[config.mk]
export PLATFORM = sky130hd
export DESIGN_NAME = button_event_ctrl
export DESIGN_NICKNAME = d
export VERILOG_FILES = /design/src/rtl/button_event_ctrl.sv
export SDC_FILE = /design/constraint.sdc
export NUM_CORES = 1
export LEC_CHECK = 0
export ABC_AREA = 1
export BUFFER_PORTS_ARGS = -buffer_cell sky130_fd_sc_hd__buf_2
export CORE_ASPECT_RATIO = 0.6
export CORE_UTILIZATION = 35
export DETAILED_ROUTE_END_ITERATION = 6
export PLACE_DENSITY = 0.48
export SETUP_SLACK_MARGIN = 0.5
export SLEW_MARGIN = 10
export SYNTH_ARGS = -nofsm -noshare
export SYNTH_HDL_FRONTEND = slang
export SYNTH_SLANG_ARGS = --single-unit
export TNS_END_PERCENT = 20
[constraint.sdc]
create_clock -name clock -period 3.09 [get_ports clock]
set_input_delay 0.309 -clock clock [delete_from_list [all_inputs] [get_ports clock]]
set_output_delay 0.309 -clock clock [all_outputs]
set_load 0.05 [all_outputs]
[src/rtl/button_event_ctrl.sv]
`default_nettype none
// ============================================================================
//  Module      : button_event_ctrl
//  Description : Front-panel button controller. Per-button debounce FSMs run
//                on a shared sample tick; debounced presses become pending
//                events that are arbitrated round-robin onto one valid/ready
//                event port.
//  Options     : BTN_RELEASE_EVT_EN - also report debounced releases as
//                events (adds the evt_release output).
//  Revision    : 1.0 - initial release
// ============================================================================
module button_event_ctrl #(
    parameter int NUM_BTN      = 4,
    parameter int TICK_DIV     = 100000,
    parameter int STABLE_TICKS = 10,
    localparam int c_ID_W      = (NUM_BTN > 1) ? $clog2(NUM_BTN) : 1
) (
    input  logic               clock,
    input  logic               reset_n,
    input  logic [NUM_BTN-1:0] btn_sync,
    output logic [NUM_BTN-1:0] btn_level,
    output logic               evt_valid,
    input  logic               evt_ready,
    output logic [c_ID_W-1:0]  evt_id,
    output logic               evt_drop
`ifdef BTN_RELEASE_EVT_EN
    ,
    output logic               evt_release
`endif
);

    localparam int c_CNT_W = $clog2(STABLE_TICKS + 1);
    localparam int c_DIV_W = (TICK_DIV > 1) ? $clog2(TICK_DIV) : 1;
    localparam int c_SUM_W = c_ID_W + 1;
    localparam logic [c_DIV_W-1:0] c_DIV_LAST = c_DIV_W'(TICK_DIV - 1);
    localparam logic [c_CNT_W-1:0] c_CNT_DONE = c_CNT_W'(STABLE_TICKS);
    localparam logic [c_ID_W-1:0]  c_ID_LAST  = c_ID_W'(NUM_BTN - 1);

    typedef enum logic [1:0] {
        ST_LOW  = 2'd0,
        ST_RISE = 2'd1,
        ST_HIGH = 2'd2,
        ST_FALL = 2'd3
    } btn_state_t;

    // ------------------------------------------------------------------
    // Sample-tick prescaler
    // ------------------------------------------------------------------
    logic [c_DIV_W-1:0] r_presc;
    logic               w_tick;

    assign w_tick = (r_presc == c_DIV_LAST);

    // Free-running divider, one tick per TICK_DIV clocks
    always_ff @(posedge clock) begin
        if (!reset_n) begin
            r_presc <= '0;
        end else if (w_tick) begin
            r_presc <= '0;
        end else begin
            r_presc <= r_presc + c_DIV_W'(1);
        end
    end

    // ------------------------------------------------------------------
    // Per-button debounce FSMs
    // ------------------------------------------------------------------
    logic [NUM_BTN-1:0] w_press;
    logic [NUM_BTN-1:0] w_release;

    for (genvar gi = 0; gi < NUM_BTN; gi++) begin : g_btn
        btn_state_t         r_state;
        btn_state_t         w_state_nxt;
        logic [c_CNT_W-1:0] r_cnt;
        logic [c_CNT_W-1:0] w_cnt_nxt;
        logic [c_CNT_W-1:0] w_cnt_inc;
        logic               r_level;
        logic               w_level_nxt;
        logic               w_press_b;
        logic               w_release_b;

        assign w_cnt_inc     = r_cnt + c_CNT_W'(1);
        assign btn_level[gi] = r_level;
        assign w_press[gi]   = w_press_b;
        assign w_release[gi] = w_release_b;

        // Debounce state, counter and debounced level registers
        always_ff @(posedge clock) begin
            if (!reset_n) begin
                r_state <= ST_LOW;
                r_cnt   <= '0;
                r_level <= 1'b0;
            end else begin
                r_state <= w_state_nxt;
                r_cnt   <= w_cnt_nxt;
                r_level <= w_level_nxt;
            end
        end

        // Next state: a new level must survive STABLE_TICKS samples in a row
        always_comb begin
            w_state_nxt = r_state;
            w_cnt_nxt   = r_cnt;
            w_level_nxt = r_level;
            w_press_b   = 1'b0;
            w_release_b = 1'b0;
            if (w_tick) begin
                case (r_state)
                    ST_LOW: begin
                        if (btn_sync[gi]) begin
                            if (STABLE_TICKS == 1) begin
                                w_state_nxt = ST_HIGH;
                                w_cnt_nxt   = '0;
                                w_level_nxt = 1'b1;
                                w_press_b   = 1'b1;
                            end else begin
                                w_state_nxt = ST_RISE;
                                w_cnt_nxt   = c_CNT_W'(1);
                            end
                        end
                    end
                    ST_RISE: begin
                        if (!btn_sync[gi]) begin
                            w_state_nxt = ST_LOW;
                            w_cnt_nxt   = '0;
                        end else if (w_cnt_inc == c_CNT_DONE) begin
                            w_state_nxt = ST_HIGH;
                            w_cnt_nxt   = '0;
                            w_level_nxt = 1'b1;
                            w_press_b   = 1'b1;
                        end else begin
                            w_cnt_nxt   = w_cnt_inc;
                        end
                    end
                    ST_HIGH: begin
                        if (!btn_sync[gi]) begin
                            if (STABLE_TICKS == 1) begin
                                w_state_nxt = ST_LOW;
                                w_cnt_nxt   = '0;
                                w_level_nxt = 1'b0;
                                w_release_b = 1'b1;
                            end else begin
                                w_state_nxt = ST_FALL;
                                w_cnt_nxt   = c_CNT_W'(1);
                            end
                        end
                    end
                    ST_FALL: begin
                        if (btn_sync[gi]) begin
                            w_state_nxt = ST_HIGH;
                            w_cnt_nxt   = '0;
                        end else if (w_cnt_inc == c_CNT_DONE) begin
                            w_state_nxt = ST_LOW;
                            w_cnt_nxt   = '0;
                            w_level_nxt = 1'b0;
                            w_release_b = 1'b1;
                        end else begin
                            w_cnt_nxt   = w_cnt_inc;
                        end
                    end
                    default: begin
                        w_state_nxt = ST_LOW;
                        w_cnt_nxt   = '0;
                        w_level_nxt = 1'b0;
                    end
                endcase
            end
        end
    end

    // ------------------------------------------------------------------
    // Pending vectors and round-robin arbitration
    // ------------------------------------------------------------------
    logic [NUM_BTN-1:0] r_pend_press;
    logic [NUM_BTN-1:0] w_pend_press_nxt;
    logic [NUM_BTN-1:0] w_cand;
    logic [NUM_BTN-1:0] w_rot;
    logic [c_ID_W-1:0]  r_ptr;
    logic [c_ID_W-1:0]  w_ofs;
    logic [c_SUM_W-1:0] w_sum;
    logic [c_ID_W-1:0]  w_grant;
    logic               w_grant_press;
    logic               w_load;
    logic               w_drop;
    logic               r_evt_valid;
    logic [c_ID_W-1:0]  r_evt_id;
    logic               r_drop;

`ifdef BTN_RELEASE_EVT_EN
    logic [NUM_BTN-1:0] r_pend_rel;
    logic [NUM_BTN-1:0] w_pend_rel_nxt;
    logic               r_evt_release;

    assign w_cand      = r_pend_press | r_pend_rel;
    assign evt_release = r_evt_release;
`else
    logic w_unused_release;

    // Releases only move btn_level in this build
    assign w_unused_release = |w_release;
    assign w_cand           = r_pend_press;
`endif

    // Rotate so bit 0 is the button at the pointer; search then starts at 0
    assign w_rot         = NUM_BTN'({w_cand, w_cand} >> r_ptr);
    assign w_sum         = {1'b0, r_ptr} + {1'b0, w_ofs};
    assign w_grant       = (w_sum >= c_SUM_W'(NUM_BTN)) ?
                           c_ID_W'(w_sum - c_SUM_W'(NUM_BTN)) : c_ID_W'(w_sum);
    assign w_grant_press = r_pend_press[w_grant];
    assign w_load        = (!r_evt_valid || evt_ready) && (|w_cand);

    // Offset of the first candidate at or after the pointer
    always_comb begin
        w_ofs = '0;
        for (int k = NUM_BTN - 1; k >= 0; k--) begin
            if (w_rot[k]) begin
                w_ofs = c_ID_W'(k);
            end
        end
    end

    // Pending update: grant clears first so a same-cycle strobe re-sets it
    always_comb begin
        w_pend_press_nxt = r_pend_press;
        w_drop           = 1'b0;
`ifdef BTN_RELEASE_EVT_EN
        w_pend_rel_nxt   = r_pend_rel;
`endif
        for (int i = 0; i < NUM_BTN; i++) begin
            if (w_load && (w_grant == c_ID_W'(i)) && w_grant_press) begin
                w_pend_press_nxt[i] = 1'b0;
            end
            if (w_press[i]) begin
                if (w_pend_press_nxt[i]) begin
                    w_drop = 1'b1;
                end
                w_pend_press_nxt[i] = 1'b1;
            end
`ifdef BTN_RELEASE_EVT_EN
            if (w_load && (w_grant == c_ID_W'(i)) && !w_grant_press) begin
                w_pend_rel_nxt[i] = 1'b0;
            end
            if (w_release[i]) begin
                if (w_pend_rel_nxt[i]) begin
                    w_drop = 1'b1;
                end
                w_pend_rel_nxt[i] = 1'b1;
            end
`endif
        end
    end

    // Event register, pointer, pending bits and drop pulse
    always_ff @(posedge clock) begin
        if (!reset_n) begin
            r_pend_press  <= '0;
            r_ptr         <= '0;
            r_evt_valid   <= 1'b0;
            r_evt_id      <= '0;
            r_drop        <= 1'b0;
`ifdef BTN_RELEASE_EVT_EN
            r_pend_rel    <= '0;
            r_evt_release <= 1'b0;
`endif
        end else begin
            r_pend_press <= w_pend_press_nxt;
            r_drop       <= w_drop;
`ifdef BTN_RELEASE_EVT_EN
            r_pend_rel   <= w_pend_rel_nxt;
`endif
            if (w_load) begin
                r_evt_valid   <= 1'b1;
                r_evt_id      <= w_grant;
                r_ptr         <= (w_grant == c_ID_LAST) ? '0 : w_grant + c_ID_W'(1);
`ifdef BTN_RELEASE_EVT_EN
                r_evt_release <= !w_grant_press;
`endif
            end else if (evt_ready) begin
                r_evt_valid <= 1'b0;
            end
        end
    end

    assign evt_valid = r_evt_valid;
    assign evt_id    = r_evt_id;
    assign evt_drop  = r_drop;

endmodule
`default_nettype wire

==> metrics.txt, run 1 <==
count of pins over their slew limit 0; Critical Path Fanout Max 7; DR top layer met4; Hold Path Depth 3; Worst path depth 14; clk slew on worst S/H paths 0.07 ns; Arr. time, crit path 2.39 ns; clk sinks 55; 1st-iter DRT viols 140; final worst setup slack 0.897 ns; status completed; CTS tree done; most common cell in the netlist nand2_1; leading area contributor after synthesis dfxtp_1; Buf/Inv on CP 3; Synth Net Count 435; GP Congestion around 0.83; slowest stage cell, crit path dfxtp_2; RSZ-0062 raised after global routing false; Power Density 412 mW/mm^2; crit-path leading delay family simple AND/OR/NAND/NOR gates; Req. time, crit path 3.28 ns; Post-DRT Antenna Nets 0; fin cells 543; IO buf count 14; crit share post-route a little under three quarters; first-pass GRT wire length 11.0 mm; num ports 15; fillers ~910; Met2 Wirelength 2.41 mm; CP Capture Type register; Vias per Instance 4.69; grt total ovfl 0; metal1 wirelength about 4 mm; main flop type after synthesis dfxtp_1; met3 WL about 200 um; Crit Path Category reg2reg; LEAKAGE between 1 and 1.5 nW; clock root buffer clkbuf_16; routed vias 2546; post-route cell area 0.00343 sq mm; vias in the first global route 2207; H-Tree Depth 2; Hold Path Class in2reg; distinct cell type count after synthesis 44; slew margin rel. 59.7%; Area contributors post-synth dfxtp_1 35%, nand2_1 8.2%, inv_1 6.7%; CTS buffer count 5; GRT Total Usage about 15%; Die W 124 um; Syn-to-layout area delta 10.7%; Die ar. slightly above 0.009 sq mm; proportion of layout cells with a drive suffix above 1 between 10% and 20%; CP startpoint kind register; Post-DP Area 0.00326 sq mm; Wirelength per Cell 12.1 um; DRC errors left 0; Ys Warns 0; Clock Latency Late Sink 0.29 ns; cells along the critical path inv_1, nand2_1, nand3_1, nand2_1, nand3_1, a21boi_1, ha_1, xor2_1, inv_1, nand3_1, nand2_1, xor2_1, o21ai_0, inv_1; Final Hold Vio Count 0; endpoints failing setup 0; antenna diode count 0; Worst Max-Slew Pin Slew a little under 0.6 ns; postcts setup bufs 0; DP HPWL 4.99 mm; Worst Reg-to-Reg Cells 14; core footprint 0.00856 sq mm; pre-CTS setup slack 0.723 ns; list of most frequent post-synthesis cells 68 x nand2_1, 55 x dfxtp_1, 55 x inv_1; mapped cell area 0.00310 sq mm; Worst IR Drop VDD about 0.00023 V; Die H between 70 and 80 um; max-cap viol count 0; Post-Syn Instances 417; First-pass DRT Iterations 4; #FFs+latches synth 55; placed instance count between 500 and 600; Synth Area per Inst 7.44 sq um; Tmin final 2.19 ns; pin count of the biggest net entering global routing 25; Routed WL 6.58 mm; final net count 448; final setup TNS 0 ns; Max clock buf depth 2; top cell type's share of synthesized area between 30 and 40%; Starting Density 36.3%; initial antenna violation count 0; num rows 26; Setup Skew 0.00812 ns; Critical Path Max Stage Delay 0.39 ns; sequential area share after synthesis 35.5%; Synth async-reset ratio 0%; max frequency ~460 MHz; Post-synth EDFFs 0
[layout by cell type (no fill, tap or decap), types with 2 or more instances in the layout]
| cell type | Yosys | routed |
|---|---|---|
| nor2_2 | 8 | 8 |
| nand3_1 | 36 | 36 |
| inv_2 | 6 | 6 |
| nand3b_1 | 3 | 3 |
| ha_1 | 11 | 11 |
| nand2_1 | 68 | 68 |
| buf_2 | 0 | 14 |
| nor3_1 | 6 | 6 |
| nand4_1 | 5 | 5 |
| or2_0 | 3 | 3 |
| nor2_4 | 4 | 4 |
| a21oi_1 | 29 | 29 |
| o211a_1 | 2 | 2 |
| a211oi_1 | 5 | 5 |
| clkbuf_16 | 0 | 5 |
| nor3b_2 | 2 | 2 |
| nor2_1 | 47 | 47 |
| dfxtp_1 | 55 | 54 |
| inv_1 | 55 | 55 |
| nor3b_1 | 2 | 2 |
| o211ai_1 | 2 | 2 |
| o21ai_0 | 13 | 13 |
| nand2_2 | 4 | 4 |
| o21ai_2 | 2 | 2 |
| xnor2_1 | 6 | 6 |
| a211oi_2 | 2 | 2 |
| nand4_4 | 2 | 2 |
| nand3_2 | 3 | 3 |
| xor2_1 | 13 | 13 |
[where the power goes]
part	leakage [nW]	switching, mW	internal, mW
clock network	0.0868	0.262	0.404
registers	0.444	0.00211	0.711
logic	0.954	0.0275	0.00993
total	1.48	0.292	1.13
[metal layers]
layer / track usage (%) / vias to the layer above
li1: - / 1380
met1: 24.6 / 1130
met2: 20.2 / 32
met3: 3.71 / 4
met4: 3.21 / 0
met5: 0 / -
[final timing paths]
check	start	end	slack, ns
max reg2reg	r_ptr[0]$_SDFFE_PN0P_	r_ptr[1]$_SDFFE_PN0P_	0.90
min reg2reg	r_presc[0]$_SDFF_PP0_	r_presc[0]$_SDFF_PP0_	0.47
max	r_ptr[0]$_SDFFE_PN0P_	r_ptr[1]$_SDFFE_PN0P_	0.90
min	btn_sync[1]	register	0.29
[worst reg2reg max path, stage by stage (launching register included)]
cell,delay (ns)
dfxtp_2,0.39
inv_1,0.11
nand2_1,0.09
nand3_1,0.06
nand2_1,0.10
nand3_1,0.07
a21boi_1,0.21
ha_1,0.21
xor2_1,0.18
inv_1,0.06
nand3_1,0.14
nand2_1,0.12
xor2_1,0.15
o21ai_0,0.14
inv_1,0.05
[cells by family (layout without fill, tap and decap cells)]
logic type	Yosys count	count (layout)	synth area share, %
xor+xnor	19	19	5.37
buf+inv	72	86	9.64
simple gates	201	201	33.7
compound gates	59	59	11.4
fa+ha+maj	11	11	4.44
flops	55	55	35.5
[registers in the layout, summed over array words and instances, names as in the netlist, named ones only]
signal	count
evt_valid	1
g_btn.r_cnt	16
evt_drop	1
r_pend_press	4
r_presc	17
r_ptr	2
evt_id	2
g_btn.r_state	4
g_btn.r_level	4
[through the flow]
stage,utilization [%],total power [mW],hold slack [ns]
final,40.1,1.42,0.295
after global routing,40.1,1.47,0.289
after CTS,40.1,1.44,0.283
after detailed placement,38.1,0.768,0.451
after global placement,38.1,0.767,0.437
after floorplan,-,0.754,0.418
[cell type report]
type / instances / area (sq um) / share of cell area (%)
Multi-Input combinational cell: 290 / 1700 / 49.5
Sequential cell: 55 / 1100 / 32.1
Inverter: 63 / 239 / 6.96
Tap cell: 112 / 140 / 4.08
Clock buffer: 6 / 139 / 4.04
Timing Repair Buffer: 15 / 77.6 / 2.26
Clock inverter: 2 / 35.0 / 1.02
[timing repair]
action,4_1_cts,5_1_grt
setup endpoints to repair,0,5
hold buffers,0,0
resized for setup,0,2
Note: power is estimated with default switching activity, not from simulation.
==> run 2, diff against run 1 <==
clock period = 2.1 ns   (was 3.09 ns; I/O delays follow)
==> run 2 against run 1 <==
Net effect:
- global-route usage up 1.2 points
- sequential share of layout area down 4.9 points
- largest cell class unchanged
- design area up 21%
- first-iteration DRC count down 12%
==> metrics.txt, run 2 (synthesis gave the netlist of run 1 again) <==
max-cap viol count 0 (unchanged); largest register by flop count r_presc (unchanged); Worst IR Drop VDD 0.000276 V (was 0.000227 V); LEAKAGE 1.70 nW (was 1.48 nW); GP Congestion 0.802 (was 0.835); worst hold slack 0.187 ns (was 0.295 ns); Final Hold Vio Count 0 (unchanged); Crit Path Category reg2reg (unchanged); fin cells 562 (was 543); Tmin final 2.01 ns (was 2.19 ns); Starting Density 36.3% (unchanged); final worst setup slack 0.0893 ns (was 0.897 ns); num ports 15 (unchanged); grt total ovfl 0 (unchanged); antenna diode count 0 (unchanged); H-Tree Depth 2 (unchanged); final net count 467 (was 448); count of pins over their slew limit 0 (unchanged); area of the multi-input gates 0.00215 sq mm (was 0.00170 sq mm); CP Capture Type register (unchanged); pin count of the biggest net entering global routing 25 (unchanged); first-pass GRT wire length 11.8 mm (was 11.0 mm); vias in the first global route 2377 (was 2207); Max clock buf depth 2 (unchanged); RSZ-0062 raised after global routing true (was false); status completed (unchanged); pre-CTS setup slack -0.0155 ns (was 0.723 ns); proportion of layout cells with a drive suffix above 1 35.3% (was 15.1%); Storage cell area 0.00113 sq mm (was 0.00110 sq mm); routed vias 2667 (was 2546); Syn-to-layout area delta 33.6% (was 10.7%); DRC errors left 0 (unchanged); num rows 26 (unchanged); initial antenna violation count 0 (unchanged); placed instance count 541 (was 535); Worst Max-Slew Pin Slew 0.634 ns (was 0.597 ns); Critical Path Fanout Max 6 (was 7); Routed WL 7.42 mm (was 6.58 mm); IO buf count 14 (unchanged); CP startpoint kind register (unchanged); Clock Latency Late Sink 0.30 ns (was 0.29 ns); CTS tree done (unchanged); endpoints failing setup 0 (unchanged); max frequency 497 MHz (was 456 MHz); clk sinks 55 (unchanged); Top Registers r_presc x17, g_btn.r_cnt x16 (unchanged); Power Density 535 mW/mm^2 (was 412 mW/mm^2); CTS buffer count 5 (unchanged); clk slew on worst S/H paths 0.07 ns (about the same); CTS hold repair buffers 0 (unchanged); Wirelength per Cell 13.2 um (was 12.1 um); Die W 124 um (unchanged); Hold Path Class in2reg (unchanged); Post-DRT Antenna Nets 0 (unchanged); Arr. time, crit path 2.19 ns (was 2.39 ns); clock root buffer clkbuf_16 (unchanged); Req. time, crit path 2.28 ns (was 3.28 ns); GRT Total Usage 16.6% (was 15.4%); Setup Skew 0.00742 ns (was 0.00812 ns); slew margin rel. 57.6% (was 59.7%); crit share post-route 95.7% (was 71.0%); core footprint 0.00856 sq mm (unchanged); Die ar. 0.00925 sq mm (unchanged); First-pass DRT Iterations 4 (unchanged); most common cell after layout, fill and taps aside nand2_1 (unchanged); 1st-iter DRT viols 123 (was 140); Vias per Instance 4.75 (was 4.69); fillers 808 (was 908); commonest non-fill, non-tap cells in the layout 53 x nand2_1, 50 x inv_1, 44 x dfxtp_1, 37 x nor2_1, 23 x nand3_1 (was 68 x nand2_1, 55 x inv_1, 54 x dfxtp_1, 47 x nor2_1, 36 x nand3_1); DP HPWL 5.22 mm (was 4.99 mm); Die H 74.9 um (unchanged); max reg flops 17 (unchanged)
run 2: cell types whose count changed in the layout (fill, tap and decap cells not counted), moves of 7 or more:
cell,previous run,this run
nand2_1,68,53
nand3_1,36,23
buf_4,1,12
nor2_4,4,15
o21ai_0,13,2
dfxtp_1,54,44
nor2_1,47,37
a21oi_1,29,22
buf_6,0,7
nand2_4,1,8
nand3_2,3,10
run 2: worst max-delay path, cell delays in order, from the launching register on:
cell      delay (ns)
dfxtp_4         0.40
inv_6           0.05
nand2_4         0.06
nand3_2         0.06
nand2_2         0.08
nand3_2         0.07
a21boi_2        0.18
ha_2            0.22
xor2_2          0.19
nand2_2         0.12
nand2_4         0.12
nand3_4         0.08
nand3_2         0.07
nand2_1         0.05
nor2_1          0.10
nor2_1          0.04
run 2: area by class of cell:
class	count	share of cell area [%]
timing repair buffer	34	6.25
multi-input combinational	290	52.0
tap	112	3.38
clock buffer	5	3.02
clock inverter	3	1.63
inverter	63	6.55
sequential	55	27.2
run 2: metal layers:
metal / GRT usage (%) / vias up / share of wire, %
met1: 25.9 / 1228 / 55
met5: 0 / - / 0
li1: - / 1415 / -
met3: 3.64 / 4 / 2.5
met2: 22.4 / 20 / 41
met4: 4.02 / 0 / 0.69
run 2: power breakdown:
group / switching (mW) / internal (mW) / leakage [nW]
clock: 0.398 / 0.684 / 0.0900
sequential: 0.00725 / 1.04 / 0.450
combinational: 0.0558 / 0.0277 / 1.16
run 2: metrics by stage:
step / area (sq um) / TNS, ns / util, % / total power, mW
after floorplan: 3140 / 0 / - / 1.11
after detailed placement: 3360 / -0.0155 / 39.3 / 1.13
after CTS: 3720 / 0 / 43.5 / 2.23
after global routing: 4140 / -0.0955 / 48.4 / 2.31
after global placement: 3360 / 0 / 39.3 / 1.13
final: 4140 / 0 / 48.4 / 2.22
run 2: final timing paths:
kind | from | end | slack (ns) | depth (start not counted)
max | r_ptr[0]$_SDFFE_PN0P_ | evt_drop$_SDFF_PN0_ | 0.09 | 15
min | btn_sync[1] | register | 0.19 | 3
max reg2reg | r_ptr[0]$_SDFFE_PN0P_ | evt_drop$_SDFF_PN0_ | 0.09 | 15
min reg2reg | g_btn[3].r_level$_SDFFE_PN0P_ | g_btn[3].r_level$_SDFFE_PN0P_ | 0.47 | 2
run 2: timing repair:
action | in CTS | in global routing
setup endpoints to repair | 52 | 52
endpoints found under the hold margin | 0 | 0
setup buffers | 9 | 4
pin swaps | 19 | 75
resized for setup | 27 | 105
